`src/rtl/ifu_fetch.sv`:
```
// Instruction fetch unit: owns the PC, runs one outstanding read on the
// req/gnt/rvalid instruction bus and presents {addr, inst} to IF/ID.
// A one-entry skid absorbs the single response that can land while the
// presented instruction is held downstream.
module ifu_fetch #(
  parameter int unsigned        ADDR_W   = 32,
  parameter int unsigned        INST_W   = 32,
  parameter logic [ADDR_W-1:0]  RST_ADDR = '0,
  parameter logic [INST_W-1:0]  NOP_INST = INST_W'(32'h0000_0013)
) (
  input  logic              clk,
  input  logic              rst_n,
  input  logic              jump_en_i,
  input  logic [ADDR_W-1:0] jump_addr_i,
  input  logic              hold_i,
  output logic              ibus_req_o,
  output logic [ADDR_W-1:0] ibus_addr_o,
  input  logic              ibus_gnt_i,
  input  logic              ibus_rvalid_i,
  input  logic [INST_W-1:0] ibus_rdata_i,
  output logic [ADDR_W-1:0] inst_addr_o,
  output logic [INST_W-1:0] inst_o,
  output logic              inst_valid_o,
  output logic              pipeline_flush_o
);

  typedef enum logic [1:0] {S_IDLE, S_REQ, S_WAIT, S_STALL} state_e;

  state_e            state_q, state_d;
  logic [ADDR_W-1:0] pc_q, pc_d;
  logic [ADDR_W-1:0] req_addr_q, req_addr_d;
  logic              kill_q, kill_d;
  logic              req_q, req_d;
  logic              slot_vld_q, slot_vld_d;
  logic [ADDR_W-1:0] slot_addr_q, slot_addr_d;
  logic [INST_W-1:0] slot_inst_q, slot_inst_d;
  // Skid occupancy is implied by S_STALL, so only its payload is stored.
  logic [ADDR_W-1:0] skid_addr_q, skid_addr_d;
  logic [INST_W-1:0] skid_inst_q, skid_inst_d;
  logic [ADDR_W-1:0] seq_addr;

  assign seq_addr = req_addr_q + ADDR_W'(4);

  // Next-state: bus FSM, slot/skid movement, then jump override on top.
  always_comb begin
    state_d     = state_q;
    pc_d        = pc_q;
    req_addr_d  = req_addr_q;
    kill_d      = kill_q;
    slot_vld_d  = slot_vld_q;
    slot_addr_d = slot_addr_q;
    slot_inst_d = slot_inst_q;
    skid_addr_d = skid_addr_q;
    skid_inst_d = skid_inst_q;

    // Presented instruction leaves at this edge unless reloaded below.
    if (slot_vld_q && !hold_i) slot_vld_d = 1'b0;

    case (state_q)
      S_IDLE: begin
        req_addr_d = pc_q;
        state_d    = S_REQ;
      end
      S_REQ: begin
        if (ibus_gnt_i) state_d = S_WAIT;
      end
      S_WAIT: begin
        if (ibus_rvalid_i) begin
          if (kill_q) begin
            // Response belongs to a redirected-away fetch.
            kill_d     = 1'b0;
            req_addr_d = pc_q;
            state_d    = S_REQ;
          end else if (!slot_vld_q || !hold_i) begin
            slot_vld_d  = 1'b1;
            slot_addr_d = req_addr_q;
            slot_inst_d = ibus_rdata_i;
            pc_d        = seq_addr;
            req_addr_d  = seq_addr;
            state_d     = S_REQ;
          end else begin
            skid_addr_d = req_addr_q;
            skid_inst_d = ibus_rdata_i;
            pc_d        = seq_addr;
            state_d     = S_STALL;
          end
        end
      end
      S_STALL: begin
        if (!hold_i) begin
          slot_vld_d  = 1'b1;
          slot_addr_d = skid_addr_q;
          slot_inst_d = skid_inst_q;
          req_addr_d  = pc_q;
          state_d     = S_REQ;
        end
      end
      default: state_d = S_IDLE;
    endcase

    if (jump_en_i) begin
      pc_d       = jump_addr_i;
      slot_vld_d = 1'b0;
      if ((state_q == S_REQ && ibus_gnt_i) || (state_q == S_WAIT && !ibus_rvalid_i)) begin
        // A transaction is committed on the bus; let it drain and drop it.
        kill_d  = 1'b1;
        state_d = S_WAIT;
      end else begin
        // Nothing in flight (or it completes now): retarget immediately.
        kill_d     = 1'b0;
        req_addr_d = jump_addr_i;
        state_d    = S_REQ;
      end
    end

    req_d = (state_d == S_REQ);
  end

  // State registers with synchronous active-low reset.
  always_ff @(posedge clk) begin
    if (!rst_n) begin
      state_q     <= S_IDLE;
      pc_q        <= RST_ADDR;
      req_addr_q  <= RST_ADDR;
      kill_q      <= 1'b0;
      req_q       <= 1'b0;
      slot_vld_q  <= 1'b0;
      slot_addr_q <= RST_ADDR;
      slot_inst_q <= NOP_INST;
      skid_addr_q <= RST_ADDR;
      skid_inst_q <= NOP_INST;
    end else begin
      state_q     <= state_d;
      pc_q        <= pc_d;
      req_addr_q  <= req_addr_d;
      kill_q      <= kill_d;
      req_q       <= req_d;
      slot_vld_q  <= slot_vld_d;
      slot_addr_q <= slot_addr_d;
      slot_inst_q <= slot_inst_d;
      skid_addr_q <= skid_addr_d;
      skid_inst_q <= skid_inst_d;
    end
  end

  assign ibus_req_o       = req_q;
  assign ibus_addr_o      = req_addr_q;
  assign inst_valid_o     = slot_vld_q;
  assign inst_addr_o      = slot_addr_q;
  assign inst_o           = slot_vld_q ? slot_inst_q : NOP_INST;
  assign pipeline_flush_o = ~slot_vld_q;

endmodule

```
`config.mk`:
```
export PLATFORM = sky130hd
export DESIGN_NAME = ifu_fetch
export DESIGN_NICKNAME = d
export VERILOG_FILES = /design/src/rtl/ifu_fetch.sv
export SDC_FILE = /design/constraint.sdc
export NUM_CORES = 1
export LEC_CHECK = 0
export BUFFER_PORTS_ARGS = -buffer_cell sky130_fd_sc_hd__clkbuf_2
export CAP_MARGIN = 20
export CORE_MARGIN = 8
export CORE_UTILIZATION = 45
export CTS_BUF_LIST = sky130_fd_sc_hd__clkbuf_2 sky130_fd_sc_hd__clkbuf_4 sky130_fd_sc_hd__clkbuf_8
export DETAILED_ROUTE_END_ITERATION = 10
export PLACE_DENSITY = 0.72
export SYNTH_ARGS = -nofsm -noshare
export SYNTH_HDL_FRONTEND = slang
export SYNTH_SLANG_ARGS = --single-unit
```
`constraint.sdc`:
```
create_clock -name clk -period 2.5 [get_ports clk]
set_clock_uncertainty 0.05 [all_clocks]
set_input_delay 0.125 -clock clk [delete_from_list [all_inputs] [get_ports clk]]
set_output_delay 0.125 -clock clk [all_outputs]
set_load 0.05 [all_outputs]
```
==> results by stage, run 1 <==
Synthesis:
- In this run, distinct cell masters in the synthesized netlist total 69.
- In the synthesized netlist the dominant register cell turns out to be dfxtp_1.
- The combined area of all synthesized cells is 0.0100 sq mm.
- Yosys attributes the largest share of cell area to dfxtp_1, nand2_1, a311oi_1.
- The commonest cells after synthesis are nand2_1, dfxtp_1, nor2_1.
- The synthesis-stage register bit count is 197.
- Summing the sequential cell areas from Yosys gives 39.3% of the chip area.
- The post-synthesis area per instance is 7.58 sq um.
- The most frequent cell after synthesis is nand2_1.
- The share of the synthesized area in the top cell type is 39.3%.
- The yosys synthesis warning count is 0.
- Synthesis handed over a netlist of 1323 instances.
- The number of nets in the synthesized netlist is 1394.
- The number of synthesized flops with an enable pin is 0.
- The synthesized design spends more area on one cell type than any other, namely dfxtp_1.
- The fraction of registers with async set or reset after synthesis is 0%.

GRT:
- The overall track demand over capacity in global routing is 24.1%.
- The via count of the first global-routing pass is 9534.
- The largest net degree at the start of global routing is 79.
- The first global-routing pass estimated 52100 um of wire.
- Summed over all layers, the global routing overflow is 0.
- The number of antenna violations at the first check in global routing is 1.

Timing:
- The hold violation total from the final report came to 0.
- In this run the tightest slew margin relative to its limit is 48.5%.
- Setup repair after global routing left no endpoint under its margin.
- The worst path in the final design needs a cycle of 2.41 ns, including I/O delays and setup.
- Setup violations remaining at the end of the flow were counted as 0.
- The portion of the clock cycle consumed by the worst path in the final layout is 96.5%.
- The slew of the pin with the lowest slew margin is 0.773 ns.
- The number of max-slew violations in the final report is 0.
- The post-route worst setup slack is 0.0874 ns.
- The post-route worst hold slack is 0.0282 ns.
- Adding up every negative setup slack in the final design gives 0 ns.
- Derived from the worst setup path, the maximum achievable clock frequency is 0.414 GHz.

Place:
- The last weighted congestion value of the routability-driven placer is 0.923.
- The placement-stage worst setup slack is 0.245 ns.
- The half-perimeter wire length of the detailed placement result is 22100 um.
- The port buffer count is 168.
- After detailed placement, the design holds a cell count of 1688.

Setup path:
- The signal on the critical path passes through and3_1 -> nand3_1 -> buf_4 -> nor4_1 -> mux2i_1 -> a31oi_1.
- The category of the most critical setup path is reg -> reg.
- The family with the most delay on the worst path is simple AND/OR/NAND/NOR gates.
- Along the worst path, the maximum fanout reaches 13.
- The largest individual stage delay along the critical path comes from the cell dfxtp_1.
- The endpoint kind of the worst setup timing path is a flop.
- Together, buffers and inverters on the worst path number 1.
- The category of the worst setup path launch point is a flop.
- The data arrival time of the critical path is 2.73 ns.
- For flop-to-flop paths, the worst setup slack is 0.09 ns.
- The required time of the worst setup path is 2.82 ns.
- The maximum single-stage delay on the critical path is 0.65 ns.

Flow run:
- The number of violations of the max-capacitance limit is 0.

Clocking:
- The quantity of gates resized following cts is 0.
- The clock tree root buffer cell is clkbuf_8.
- The depth of the CTS H-tree is 4.
- The buffers inserted during post-CTS setup optimization is 0.
- For this design, the sink count on the clock tree is 197.
- For the worst-skew pair, the clock arrives at the later sink with an insertion delay of 0.49 ns.
- For this design, the CTS-stage hold fixing added 66 buffers.
- The clock slew at the register clock pins of the worst setup and hold paths is 0.10 ns.
- Clock tree synthesis inserted a total of 17 buffers.
- The clock passes through at most 2 buffers.
- TritonCTS built the clock tree.

Die:
- The total I/O pin count is 169.
- The initialized floorplan defines 54 standard-cell rows.
- The die area is 0.0273 sq mm.
- The x dimension of the die is 165 um.
- From bottom edge to top edge, the die measures 165 um.
- The core area is 0.0218 sq mm.
- Once the floorplan was initialized, standard cells occupied 45.9% of the core.

Drt:
- Using the TritonRoute via totals, the vias-per-cell ratio works out to 5.85.
- The detailed-route wire length per cell is 18.8 um.
- The routed length on met2 is 15300 um.
- The length of routed met3 wiring is 2950 um.
- Detailed routing inserted a total of 10500 vias.
- The detail route stage leaves a number of antenna-violating nets equal to 0.
- Summed over all layers, the routed wires come to 33700 um.
- The routed length on met1 is 14500 um.
- For this run, design rule violations remaining after detail routing come to 0.
- The DRC marker count from the first detailed-route iteration is 1245.
- Signal routing reaches up to met4.
- The first TritonRoute pass finished after 6 iterations.

Layout:
- Counting the fill cells in the layout gives 2051.
- The flip-flop and latch area is 0.00395 sq mm.
- For this run, the post-layout net count is 1564.
- The end-of-flow core utilization is 55.9%.
- The growth of design area from synthesis to finish is 21.7%.
- In the final layout, the share of cells above drive strength 1 is 18.7%.
- Summing all multi-input logic gate instances after layout gives 0.00546 sq mm.
- After the flow finishes, the layout carries non-filler instances totaling 1787.

Pwr:
- The static power due to leakage is 4.54 nW.
- The power density over the cells is 569 mW/mm^2.
- The worst supply voltage drop on vdd is 316 uV.

Outcome:
- The run finished with clean final reports.

Hold path:
- The min-delay analysis places its worst path in the category in -> reg.
logic make-up after synthesis:
| family | after synthesis | share of synthesized area [%] |
|---|---|---|
| adder cells (fa/ha/maj) | 1 | 0.125 |
| multiplexers | 6 | 0.599 |
| AND/OR/NAND/NOR | 596 | 27.4 |
| AO/OA/AOI/OAI | 329 | 22.4 |
| XOR/XNOR | 42 | 3.67 |
| buffers and inverters | 152 | 6.39 |
| flip-flops | 197 | 39.3 |
routing by layer:
layer  vias up  GRT usage (%)
met3        64           3.99
met1      4860           32.9
met4         0           9.83
met2       520           37.1
met5         -              0
li1       5014              -
registers in the layout, indices dropped and copies added (netlist names), 2 cells and up:
| signal | cells |
|---|---|
| skid_addr_q | 32 |
| slot_inst_q | 32 |
| skid_inst_q | 32 |
| state_q | 2 |
| ibus_addr_o | 32 |
| pc_q | 32 |
| inst_addr_o | 32 |
cell type report:
cell class | count | area share, %
Clock inverter | 15 | 1.35
Tap cell | 280 | 2.87
Clock buffer | 17 | 1.92
Multi-Input combinational cell | 974 | 44.7
Timing Repair Buffer | 296 | 16.5
Sequential cell | 197 | 32.3
Inverter | 7 | 0.236
Antenna cell | 1 | 0.0205
worst register-to-register path, cell delays in order (launching register included):
cell	delay, ns
dfxtp_1	0.65
and3_1	0.39
nand3_1	0.13
buf_4	0.20
nor4_1	0.55
mux2i_1	0.25
a31oi_1	0.09
placed cells by master, fill, tap and decap left out, types with 5 or more instances in the layout:
cell type,instances
nand2_1,260
a31oi_1,6
o21a_1,9
dlygate4sd3_1,66
nand2b_1,10
a311oi_1,63
buf_4,58
nor3b_1,6
nor2_1,121
o22ai_1,10
a21oi_1,104
o21ai_1,8
and2_1,33
nand4_1,8
xnor2_1,28
xor2_1,14
nor3_1,20
inv_1,6
o211ai_1,7
a21o_1,5
mux2i_1,6
nor4_1,7
nand3_1,84
dfxtp_1,195
a221oi_1,22
o21ai_0,42
clkbuf_8,17
a22o_1,7
and3_1,13
a211o_1,5
a221o_1,6
clkbuf_2,168
worst paths after layout:
kind	depth (start not counted)	from	to
max	6	ibus_addr_o[6]	ibus_addr_o[31]
min reg2reg	2	skid_inst_q[2]	skid_inst_q[2]
min	4	ibus_rvalid_i	kill_q
max reg2reg	6	ibus_addr_o[6]	ibus_addr_o[31]
where the power goes:
| part | switching, mW | total [mW] | internal [mW] |
|---|---|---|---|
| Combinational | 0.915 | 1.40 | 0.484 |
| Sequential | 0.157 | 3.43 | 3.27 |
| Clock | 1.28 | 2.12 | 0.835 |
per-stage QoR:
step	power (mW)	instance area, sq um
finish	6.94	12200
global placement	4.78	11100
detailed placement	4.79	11100
global route	7.22	12200
CTS	6.96	12200
floorplan	4.37	10000
(Power assumes the default switching activity.)
==> run 2, diff against run 1 <==
- SETUP_SLACK_MARGIN: not set -> 0.5
==> run 2 against run 1 <==
Against the previous run:
- non-clock buffer count grew 12
- sequential cell count is the same
- wire length grew 3.1%
- die area is the same
- combinational power is essentially flat
- clock power grew 3%
- global-route usage shrank 0.34 points
- worst setup slack gained 0.43 ns
- power grew 1.8%
- hold slack gained 0.025 ns
==> results by stage, run 2 (synthesized netlist as in run 1, its figures left out) <==
Setup path:
- The endpoint kind of the worst setup timing path is a flop.
- The required time of the worst setup path is 2.86 ns (+0.04 ns).
- The register-to-register setup slack is 0.52 ns (+0.43 ns).
- The worst reg2reg path startpoint is ibus_addr_o[5].
- The category of the worst setup path launch point is a flop.
- The endpoint of the lowest-slack register-to-register path is ibus_addr_o[29].
- The critical path in this run is classified as reg -> reg.
- The data arrival time of the critical path is 2.34 ns (-0.39 ns).
- The worst reg2reg path depth was 6 (unchanged).
- The peak fanout along the critical path came to 10 (-3).

Drt:
- The number of nets with antenna violations after detailed routing is 0 (unchanged).
- The detailed-route wire length per cell came to 19.3 um (+2.5%).
- The detailed-route vias per instance came to 5.94 (+1.5%).
- The via count of the routed design is 10700 (+2.1%).
- The final wirelength came to 34700 um (+3.1%).
- The DRC violation count after routing is 0 (unchanged).
- The DRC marker count from the first detailed-route iteration is 1250 (+0.40%).
- The number of search-and-repair iterations in the first detailed-routing pass came to 8 (+2).

Pwr:
- The static power due to leakage is 4.68 nW (+3.1%).
- The switching fraction of total power is 34.2% (+0.28 points).
- The net switching power figure was 2.42 mW (+2.6%).
- The combinational cell fraction of total power is 20.1% (about the same).
- The clock network fraction of design power is 30.8% (+0.3 points).
- The cell internal power dissipation is 4.65 mW (+1.4%).
- The worst supply voltage drop on vdd is 342 uV (+8.0%).
- The overall power consumption was 7.07 mW (+1.8%).
- The sequential power share came to 49.1% (-0.3 points).
- The power density over the cells is 558 mW/mm^2 (-1.9%).

Layout:
- The number of fillers in the final layout was 1973 (-3.8%).
- The antenna diode count is 0 (-1).
- The end-of-flow core utilization is 58.0% (+2.1 points).
- The growth of design area from synthesis to finish is 26.3%.
- The flip-flop and latch area is 0.00402 sq mm (+1.9%).
- Leaving out fill and tap cells, the most frequent cells in the layout are nand2_1, dfxtp_1, clkbuf_2.
- The finished layout cell area was 0.0127 sq mm (+3.8%).
- The final layout net count is 1576 (+0.77%).
- The multi-input gate area in the final layout is 0.00555 sq mm (+1.7%).
- The share of post-route cells with drive strength above 1 came to 22.5% (+3.8 points).
- The library cell used most frequently in the layout, excluding fill and tap cells, is nand2_1.

Hold path:
- The worst hold path depth is 4 (unchanged).
- The worst hold path begins at ibus_gnt_i.
- The path with the worst hold slack has its endpoint at state_q[1].
- The type of the worst min-delay path is in -> reg.

Clocking:
- The clock tree root buffer cell is clkbuf_8.
- The clock slew at the register clock pins of the worst setup and hold paths is 0.11 ns (about the same).
- The worst-case clock buffer depth is 2 (unchanged).
- The number of sinks handled by clock tree synthesis came to 197 (unchanged).
- The clock buffer count from CTS was 17 (unchanged).
- The depth of the CTS H-tree came to 4 (unchanged).
- TritonCTS built the clock tree.
- The clock latency reported for the late side of the worst-skew pair is 0.49 ns (about the same).

GRT:
- The largest net degree at the start of global routing is 93 (+18%).
- The via count of the first global-routing pass is 9547 (+0.14%).
- The total congestion overflow after global routing is 0 (unchanged).
- The number of antenna violations at the first check in global routing is 0 (-1).
- The wire length of the first global-routing pass is 51900 um (-0.44%).
- The overall track demand over capacity in global routing is 23.7% (-0.34 points).

Flow run:
- The number of violations of the max-capacitance limit was 0 (unchanged).

Timing:
- The setup TNS is 0 ns (unchanged).
- The portion of the clock cycle consumed by the worst path in the final layout was 79.4% (-17 points).
- Setup repair after global routing could not meet its margin everywhere.
- The number of max-slew violations in the final report is 0 (unchanged).
- The slew of the pin with the lowest slew margin was 0.549 ns (-0.223 ns).
- The relative slew slack was 63.4% (+15 points).
- The hold violation total from the final report is 0 (unchanged).
- The count of final setup violators is 0 (unchanged).
- The maximum operating frequency came to 0.504 GHz (+22%).
- The final critical delay including setup and external delays is 1.98 ns (-0.428 ns).

Die:
- The x dimension of the die is 165 um (unchanged).
- The initial cell density of the core is 45.9% (unchanged).
- The core area is 0.0218 sq mm (unchanged).
- The die height was 165 um (unchanged).
- The cell row count is 54 (unchanged).
- The total I/O pin count is 169 (unchanged).
- The die area is 0.0273 sq mm (unchanged).

Place:
- The placed cell area is 0.0111 sq mm (+0.11%).
- The half-perimeter wire length of the detailed placement result is 21900 um (-1.0%).
- The port buffer count came to 168 (unchanged).
- The last weighted congestion value of the routability-driven placer came to 0.940 (+1.9%).

Outcome:
- The flow ran to the end, and the final reports show no timing, DRC or antenna violations.
[run 2: changes by cell type in the layout (fill, tap and decap cells not counted), moves of 4 or more]
cell / previous run / this run
and3_1: 13 / 9
buf_12: 4 / 10
dfxtp_4: 0 / 17
dfxtp_2: 2 / 11
dfxtp_1: 195 / 169
buf_4: 58 / 52
[run 2: critical path, cell delays in order, from the launching register on]
cell and delay (ns):
dfxtp_4 0.45, and4_2 0.34, nand3_2 0.18, buf_4 0.22, nor4_2 0.31, xnor2_1 0.10, o32ai_1 0.26
[run 2: how the worst max path moves through the flow]
stage	cells past startpoint	endpoint	from	slack, ns
detailed placement	8	ibus_addr_o[19]	state_q[1]	0.35
global placement	8	ibus_addr_o[19]	state_q[1]	0.38
floorplan	6	ibus_addr_o[30]	ibus_addr_o[9]	0.42
finish	6	ibus_addr_o[29]	ibus_addr_o[5]	0.52
global route	6	ibus_addr_o[15]	state_q[1]	0.44
CTS	5	ibus_addr_o[15]	ibus_addr_o[10]	0.46
[run 2: routing by layer]
metal  share of wire, %  wire length, um  global-route usage, %  vias up
li1                   -                -                      -     5043
met1                 42            14600                   31.6     4974
met2                 45            15800                   36.6      574
met3                9.4             3260                   4.54       87
met4                3.3             1140                   10.8        0
met5                  0                0                      0        -
[run 2: final cells by class]
type	instances	area share, %
flip-flops and latches	197	31.8
multi-input cells	974	43.8
clock inverters	15	1.47
inverters	7	0.227
well taps	280	2.77
clock buffers	17	1.85
repair buffers	308	18.1
[run 2: metrics by stage]
step	setup slack (ns)	instances	hold slack (ns)
after floorplan	0.423	1323	0.194
after global placement	0.381	1674	0.304
after detailed placement	0.346	1674	0.311
after CTS	0.463	1780	0.00937
after global routing	0.445	1798	0.0382
final	0.515	1798	0.0535
[run 2: power by group through the flow]
| stage | clock (mW) | combinational [mW] | sequential (mW) |
|---|---|---|---|
| 5_1_grt | 2.34 | 1.51 | 3.49 |
| 3_3_place_gp | 0 | 1.21 | 3.54 |
| 6_report | 2.18 | 1.42 | 3.47 |
| 3_5_place_dp | 0 | 1.22 | 3.55 |
| 4_1_cts | 2.22 | 1.33 | 3.47 |
| 2_1_floorplan | 0 | 0.699 | 3.68 |
[run 2: what timing repair did]
action,4_1_cts,5_1_grt
hold endpoints to repair,129,0
hold buffers,67,0
pin swaps,4,2
setup endpoints to repair,54,173
resized for setup,14,35
cloned,0,4
setup buffers,7,14
